<file path="config.mk">
export PLATFORM = sky130hd
export DESIGN_NAME = rho_pi_slice_permute_flat
export DESIGN_NICKNAME = d
export VERILOG_FILES = /design/src/rtl/rho_pi_slice_permute_if.sv /design/src/rtl/rho_pi_slice_permute.sv /design/src/flat_wrapper.sv
export SDC_FILE = /design/constraint.sdc
export NUM_CORES = 2
export LEC_CHECK = 0
export CORE_MARGIN = 2
export CORE_UTILIZATION = 35
export CTS_CLUSTER_DIAMETER = 30
export DETAILED_ROUTE_END_ITERATION = 10
export HOLD_SLACK_MARGIN = 0.12
export PLACE_DENSITY = 0.61
export SLEW_MARGIN = 15
export SYNTH_ARGS = -nofsm -noshare
export SYNTH_HDL_FRONTEND = slang
export SYNTH_SLANG_ARGS = --single-unit
</file>
<file path="constraint.sdc">
create_clock -name clk -period 3.2 [get_ports clk]
set_input_delay 0.64 -clock clk [delete_from_list [all_inputs] [get_ports clk]]
set_output_delay 0.64 -clock clk [all_outputs]
set_load 0.03 [all_outputs]
</file>
<file path="src/rtl/rho_pi_slice_permute_if.sv">
// ---------------------------------------------------------------------------
// rho_pi_slice_permute_if : slice stream in, permuted slice/write strobe out
// Revision: 1.0
// ---------------------------------------------------------------------------
`default_nettype none

interface rho_pi_slice_permute_if #(
  parameter int INDEX_W = 10
);
  logic               in_valid;
  logic               in_ready;
  logic [24:0]        data_in;
  logic               write_file;
  logic [INDEX_W-1:0] file_index;
  logic [24:0]        data_out;
  logic               busy;

  modport master (
    output in_valid, data_in,
    input  in_ready, write_file, file_index, data_out, busy
  );

  modport slave (
    input  in_valid, data_in,
    output in_ready, write_file, file_index, data_out, busy
  );
endinterface

`default_nettype wire

</file>
<file path="src/rtl/rho_pi_slice_permute.sv">
// ---------------------------------------------------------------------------
// rho_pi_slice_permute : gathers 64 serial 25-bit slices, emits rho+pi result
// Revision: 1.0
// ---------------------------------------------------------------------------
`default_nettype none

module rho_pi_slice_permute #(
  parameter int          INDEX_W     = 10,
  parameter int unsigned START_INDEX = 0
) (
  input  logic                    clk,
  input  logic                    rst,
  rho_pi_slice_permute_if.slave   bus
);

  typedef enum logic [0:0] {
    S_LOAD = 1'b0,
    S_EMIT = 1'b1
  } state_e;

  // Rho rotation per source lane, indexed by lane number x+5y.
  localparam logic [5:0] RHO [25] = '{
    6'd0,  6'd1,  6'd62, 6'd28, 6'd27,
    6'd36, 6'd44, 6'd6,  6'd55, 6'd20,
    6'd3,  6'd10, 6'd43, 6'd25, 6'd39,
    6'd41, 6'd45, 6'd15, 6'd21, 6'd8,
    6'd18, 6'd2,  6'd61, 6'd56, 6'd14
  };

  state_e                  state_q, state_d;
  logic [5:0]              load_cnt_q, load_cnt_d;
  logic [6:0]              emit_cnt_q, emit_cnt_d;
  logic                    write_file_q, write_file_d;
  logic [24:0]             data_out_q, data_out_d;
  logic [INDEX_W-1:0]      file_index_q, file_index_d;
  logic [24:0][63:0]       lane_q, lane_d;
  logic [24:0]             perm_slice;

  // Output lane (x,y) reads source lane (u,x), u=(x+3y) mod 5, rotated by rho.
  for (genvar i = 0; i < 25; i++) begin : g_perm
    localparam int X   = i % 5;
    localparam int Y   = i / 5;
    localparam int U   = (X + 3 * Y) % 5;
    localparam int SRC = U + 5 * X;
    logic [5:0] rd_idx;
    assign rd_idx        = emit_cnt_q[5:0] - RHO[SRC];
    assign perm_slice[i] = lane_q[SRC][rd_idx];
  end

  always_comb begin
    state_d      = state_q;
    load_cnt_d   = load_cnt_q;
    emit_cnt_d   = emit_cnt_q;
    write_file_d = 1'b0;
    data_out_d   = '0;
    file_index_d = file_index_q;
    lane_d       = lane_q;
    case (state_q)
      S_LOAD: begin
        if (bus.in_valid) begin
          for (int i = 0; i < 25; i++) begin
            lane_d[i][load_cnt_q] = bus.data_in[i];
          end
          load_cnt_d = load_cnt_q + 6'd1;
          if (load_cnt_q == 6'd63) begin
            state_d = S_EMIT;
          end
        end
      end
      S_EMIT: begin
        // Counter value 64 is the extra cycle that closes out the state.
        if (!emit_cnt_q[6]) begin
          write_file_d = 1'b1;
          data_out_d   = perm_slice;
          emit_cnt_d   = emit_cnt_q + 7'd1;
        end else begin
          emit_cnt_d   = '0;
          file_index_d = file_index_q + 1'b1;
          state_d      = S_LOAD;
        end
      end
      default: state_d = S_LOAD;
    endcase
  end

  always_ff @(posedge clk or negedge rst) begin
    if (!rst) begin
      state_q      <= S_LOAD;
      load_cnt_q   <= '0;
      emit_cnt_q   <= '0;
      write_file_q <= 1'b0;
      data_out_q   <= '0;
      file_index_q <= INDEX_W'(START_INDEX);
    end else begin
      state_q      <= state_d;
      load_cnt_q   <= load_cnt_d;
      emit_cnt_q   <= emit_cnt_d;
      write_file_q <= write_file_d;
      data_out_q   <= data_out_d;
      file_index_q <= file_index_d;
    end
  end

  // Lane storage is always fully rewritten before an emit, so it has no reset.
  always_ff @(posedge clk) begin
    lane_q <= lane_d;
  end

  assign bus.in_ready   = (state_q == S_LOAD);
  assign bus.busy       = (state_q == S_EMIT);
  assign bus.write_file = write_file_q;
  assign bus.data_out   = data_out_q;
  assign bus.file_index = file_index_q;

endmodule

`default_nettype wire
</file>
<file path="src/flat_wrapper.sv">
// flat-port wrapper written by rule: the top's interface ports become plain ports
module rho_pi_slice_permute_flat 
#(
  parameter int          INDEX_W     = 10,
  parameter int unsigned START_INDEX = 0
)
  (clk, rst, bus_in_valid, bus_data_in, bus_in_ready, bus_write_file, bus_file_index, bus_data_out, bus_busy);
  rho_pi_slice_permute_if #(.INDEX_W(INDEX_W)) bus_i ();
  input  logic clk;
  input  logic rst;
  input wire logic [$bits(bus_i.in_valid)-1:0] bus_in_valid;
  input wire logic [$bits(bus_i.data_in)-1:0] bus_data_in;
  output wire logic [$bits(bus_i.in_ready)-1:0] bus_in_ready;
  output wire logic [$bits(bus_i.write_file)-1:0] bus_write_file;
  output wire logic [$bits(bus_i.file_index)-1:0] bus_file_index;
  output wire logic [$bits(bus_i.data_out)-1:0] bus_data_out;
  output wire logic [$bits(bus_i.busy)-1:0] bus_busy;
  assign bus_i.in_valid = bus_in_valid;
  assign bus_i.data_in = bus_data_in;
  assign bus_in_ready = bus_i.in_ready;
  assign bus_write_file = bus_i.write_file;
  assign bus_file_index = bus_i.file_index;
  assign bus_data_out = bus_i.data_out;
  assign bus_busy = bus_i.busy;
  rho_pi_slice_permute #(.INDEX_W(INDEX_W), .START_INDEX(START_INDEX)) u_core (.clk(clk), .rst(rst), .bus(bus_i));
endmodule
</file>
Word level (Yosys, flattened, before mapping)
Index checks and enable logic that the tools add are counted.

Flip-flop bits (word level): 1650. Output and inout bits: 38. Logic and storage cells: 175.

Add/sub/neg operators: 27. Order comparisons: 27. Eq/ne operators: 1. Multiplexer cells: 85. Bitwise logic cells: 1. Reduce and logical (&&, ||, !) cells: 3.

Operator list (number): 64-bit bitwise mux (25); 6-bit by 7-bit less-than comparator with 1-bit output, second input constant (26); 1-bit binary-select mux with 6-bit select (25); 6-bit subtractor, second input constant (10); 25-bit 2-to-1 mux (2); 6-bit by 5-bit subtractor with 6-bit output, second input constant (6); 1-bit 2-to-1 mux (30); 6-bit by 4-bit subtractor with 6-bit output, second input constant (4); 6-bit by 2-bit subtractor with 6-bit output, second input constant (2); 10-bit by 1-bit adder with 10-bit output, second input constant (1); 7-bit by 1-bit adder with 7-bit output, second input constant (1); 7-bit 2-to-1 mux (1); 6-bit by 1-bit adder with 6-bit output, second input constant (1); 1-bit demux with 6-bit select (1); 6-bit == test, second input constant (1); 6-bit by 1-bit greater-or-equal comparator with 1-bit output, second input constant (1); 6-bit by 1-bit subtractor with 6-bit output, second input constant (1); 6-bit by 3-bit subtractor with 6-bit output, second input constant (1); 2-bit AND reduction (2); 1-bit case mux with 2 select lines (1); 1-bit logical AND (1); 1-bit inverter (1).

Longest topological paths before layout
Depth after elaboration: 5. Depth in mapped cells: 15.

Worst setup path after synthesis
No wires, ideal clock.

Kind: reg2reg. Start: reg u_core.emit_cnt_q[0]. End: reg u_core.data_out_q[23], in the netlist u_core.bus.data_out[23]. Setup time: 0.135 ns. Arrival: 3.320 ns. Path slack: -0.255 ns. Cell stages (with the launch flop): 16. Path buffers: 8. Period minus slack after synthesis: 3.455 ns. Cells stage by stage: dfrtp_1 -> buf_4 -> buf_6 -> buf_4 -> buf_4 -> buf_4 -> inv_1 -> ha_1 -> buf_2 -> clkbuf_1 -> clkbuf_1 -> mux4_2 -> mux2i_1 -> nand3_1 -> o2111ai_1 -> o31ai_1.

Cells in the longest elaborated chain, start to end: 5.

Ends and longest elaborated chain: from (decl) (RTL line rho_pi_slice_permute.sv:32) `logic [6:0] emit_cnt_q, emit_cnt_d;`; from (signal assigned) (RTL line rho_pi_slice_permute.sv:97) `emit_cnt_q <= emit_cnt_d;`; 6-bit subtractor (RTL line rho_pi_slice_permute.sv:46) `assign rd_idx = emit_cnt_q[5:0] - RHO[SRC];`; 1-bit binary-select mux with 6-bit select (RTL line rho_pi_slice_permute.sv:47) `assign perm_slice[i] = lane_q[SRC][rd_idx];`; 1-bit 2-to-1 mux (not written as such) (RTL line rho_pi_slice_permute.sv:47); 25-bit 2-to-1 mux (RTL line rho_pi_slice_permute.sv:72) `if (!emit_cnt_q[6]) begin`; 25-bit 2-to-1 mux (RTL line rho_pi_slice_permute.sv:58) `case (state_q)`; named net u_core.data_out_d[23] (RTL line rho_pi_slice_permute.sv:34) `logic [24:0] data_out_q, data_out_d;`; to (signal assigned) (RTL line rho_pi_slice_permute.sv:99) `data_out_q <= data_out_d;`; to (decl) (RTL line rho_pi_slice_permute.sv:34).

The timed path passes the listed nets, and every way through them passes these cells. The select of a mux whose other input is x is not followed. A chain may end at the register's enable or synchronous reset.

Worst setup path after layout
Start: reg u_core.emit_cnt_q[1]. End: reg u_core.data_out_q[17], in the netlist u_core.bus.data_out[17].

Cells in the longest elaborated chain, start to end: 5.

Ends and longest elaborated chain (RTL line): 6-bit by 4-bit subtractor with 6-bit output (rho_pi_slice_permute.sv:46); 1-bit binary-select mux with 6-bit select (rho_pi_slice_permute.sv:47); 1-bit 2-to-1 mux (not written as such) (rho_pi_slice_permute.sv:47); 25-bit 2-to-1 mux (rho_pi_slice_permute.sv:72); 25-bit 2-to-1 mux (rho_pi_slice_permute.sv:58); named net u_core.data_out_d[17] (rho_pi_slice_permute.sv:34).

The timed path passes the listed nets, and every way through them passes these cells. The select of a mux whose other input is x is not followed.

==> results.ini <==
[critical_path]
startpoint_type = register
timing.rr.start = u_core.emit_cnt_q[1]
worstSetupEndpointType = register
critical_path_class = register to register
cp_max_fo = 58
crit_required_ns = 3.94
cp.arrival_ns = 3.83
crit_start = u_core.emit_cnt_q[1]
reg2reg_depth = 9

[timing]
min_period_over_period = 0.966
worstMarginPinSlew_ns = 1.13
skew_ns = 0.0716
tns_ns = 0
slew_viol_final = 0
setup_ws_ns = 0.109
fmax_mhz = 324
fin_crit_ns = 3.09
relSlewSlack = 0.244
finalHoldViolCount = 0
setup_viol = 0
rsz0062_at_grt = no

[finish]
utilization = 0.447
drive_gt1_frac = 0.372
syn2layout_area_growth_pct = 27.2
nNetsFinal = 3417
final_common_cell = edfxtp_1
final_cell_mix = 1600 x edfxtp_1, 445 x mux4_2, 349 x clkbuf_16, 185 x buf_4, 104 x nand2_1

[clock_tree]
htree_levels = 5
cts_sinks = 1650
clock_latency_ns = 0.94
numCtsBuffers = 346
cts_setup_buffers = 0
cts-root-buf = clkbuf_16
cts_tree = yes
clockBufferDepth = 4
clk_pin_slew_ns = 0.05

[hold_path]
hold_class = input port to register
hp-start = bus_data_in[5]
min_path_cells = 1

[global_routing]
grt_pass1_wl_um = 262000
grt_max_degree = 65
grt_pass1_vias = 33788
grt.overflow.total = 0
antenna_found_initial = 7
grt_util_all_layers = 0.202

[synth]
synthCells = 2850
synthAdderAreaFrac = 0.00429
synth_top_family_by_area = multiplexers
synth_xor_area_frac = 0.00992
synth.area.mux_share = 0.167
synthSimpleGateAreaFrac = 0.0192
syn_nets = 2900
synth_edf_count = 1600
seq_area_frac_synth = 0.769
syn_area_mm2 = 0.0641
ys_ff_latch = 1650
ys_async_sr_fraction = 0.0303
ys_warn_count = 0
avgSynthCellArea_um2 = 22.5
ys.flop_type = edfxtp_1
synth-compound-area-share = 0.0180
ys_types = 62

[die]
fp-row-count = 157
fp.coreArea_mm2 = 0.182
chipHeight_um = 432
die_area_mm2 = 0.187
start_util = 0.351
die_w_um = 432
ios = 66

[power_and_ir_drop]
switching_share = 0.198
peakVddDrop_v = 0.000550
power.internal_mw = 47.8
p_per_area_mw_per_mm2 = 730
p_switching_mw = 11.8
pwr-share-seq = 0.399
leakage_nw = 27.1
combPwrFrac = 0.005
p_clk_frac = 0.596

[run_status]
status = finished clean

[place]
place.gp.congestion = 0.872
place_ws_ns = 0.201
io_buffer_count = 65
dp_hpwl_um = 110000

[job]
maxCapViolations = 0

[drt]
wl_per_cell_um = 31.4
drtIter0Drc = 4443
drt-total-wl_um = 189000
vias = 33502
drc = 0
ant_nets = 0
via_per_inst = 5.56
drtPass1Iterations = 6

synthesized netlist by cell type (all sizes together) (6+ instances only):
library cell	n	area, µm²
a31oi	8	50.1
a211oi	12	90.1
o211ai	7	52.6
dfrtp	50	1250
nand4	7	43.8
nor2	87	327
o21ai	21	105
a22o	11	96.3
nor3	8	40.0
nor2b	10	62.6
edfxtp	1600	48000
xor2	16	140
a21boi	7	52.6
buf	84	548
mux2	6	67.6
clkbuf	53	199
nand3	39	195
ha	22	275
xnor2	54	495
inv	9	33.8
nand2	105	394
mux4	445	10000
mux2i	62	621
a22oi	12	90.1
a21oi	37	185
and2	7	43.8
worst max-delay path: stages (launching register included):
cell and delay (ns):
dfrtp_4 0.43, buf_12 0.29, buf_4 0.46, a21oi_1 0.16
xnor2_1 0.35, buf_4 0.28, mux2i_1 0.13, mux4_2 0.48
nand2b_1 0.15, o21ai_0 0.14
registers in the layout (all words and copies together) (netlist names):
| register | cells |
|---|---|
| u_core.lane_q | 1600 |
| u_core.bus.busy | 1 |
| u_core.load_cnt_q | 6 |
| u_core.bus.file_index | 10 |
| u_core.emit_cnt_q | 7 |
| u_core.bus.write_file | 1 |
| u_core.bus.data_out | 25 |
layout make-up:
cell class	count	area [µm²]
Antenna cell	2	5.00
Clock buffer	388	8920
Clock inverter	228	2700
Fill cell	15052	101000
Inverter	12	45.0
Multi-Input combinational cell	1051	14500
Sequential cell	1650	49300
Tap cell	2385	2980
Timing Repair Buffer	306	3050
logic make-up (layout without fill, tap and decap cells):
logic type | Yosys count | in the layout
DFF | 1650 | 1650
muxes | 513 | 513
and+or+nand+nor | 281 | 281
AOI/OAI and AO/OA | 165 | 165
buffers and inverters | 149 | 934
xor gates and xnor gates | 70 | 70
adders and majority gates | 22 | 22
other | 0 | 2
routing by layer:
layer  GRT usage  share of wire
met5           0       0.000037
met4      0.0883          0.041
met3      0.0440          0.087
met2       0.316           0.47
met1       0.272           0.40
final timing paths:
path | end | slack, ns
min in group asynchronous | u_core.bus.file_index[6] | 0.41
min | u_core.lane_q[365] | 0.30
max reg2reg | u_core.bus.data_out[17] | 0.11
max | u_core.bus.data_out[17] | 0.11
max in group asynchronous | u_core.bus.data_out[15] | 2.01
min reg2reg | u_core.bus.file_index[9] | 0.46
repair_timing:
action | CTS | global route
gates resized for setup | 0 | 0
hold endpoints to repair | 38 | 0
hold buffers | 1 | 0
power groups by stage:
stage | Sequential, mW | Clock, mW | Combinational (mW)
6_report | 23.8 | 35.5 | 0.317
5_1_grt | 23.7 | 36.9 | 0.357
4_1_cts | 23.8 | 35.8 | 0.323
3_5_place_dp | 24.1 | 0 | 0.322
3_3_place_gp | 24.1 | 0 | 0.299
2_1_floorplan | 24.1 | 0 | 0.00183
per-stage QoR:
step	cells	hold slack, ns	instance area (µm²)	power [mW]
after CTS	6020	0.378	81500	59.9
after detailed placement	5403	0.463	69900	24.5
after global placement	5403	0.463	69900	24.4
after floorplan	2850	0.344	64100	24.1
after global routing	6021	0.325	81500	61.0
final	6022	0.298	81500	59.5
Note: power is estimated with default switching activity, not from simulation.
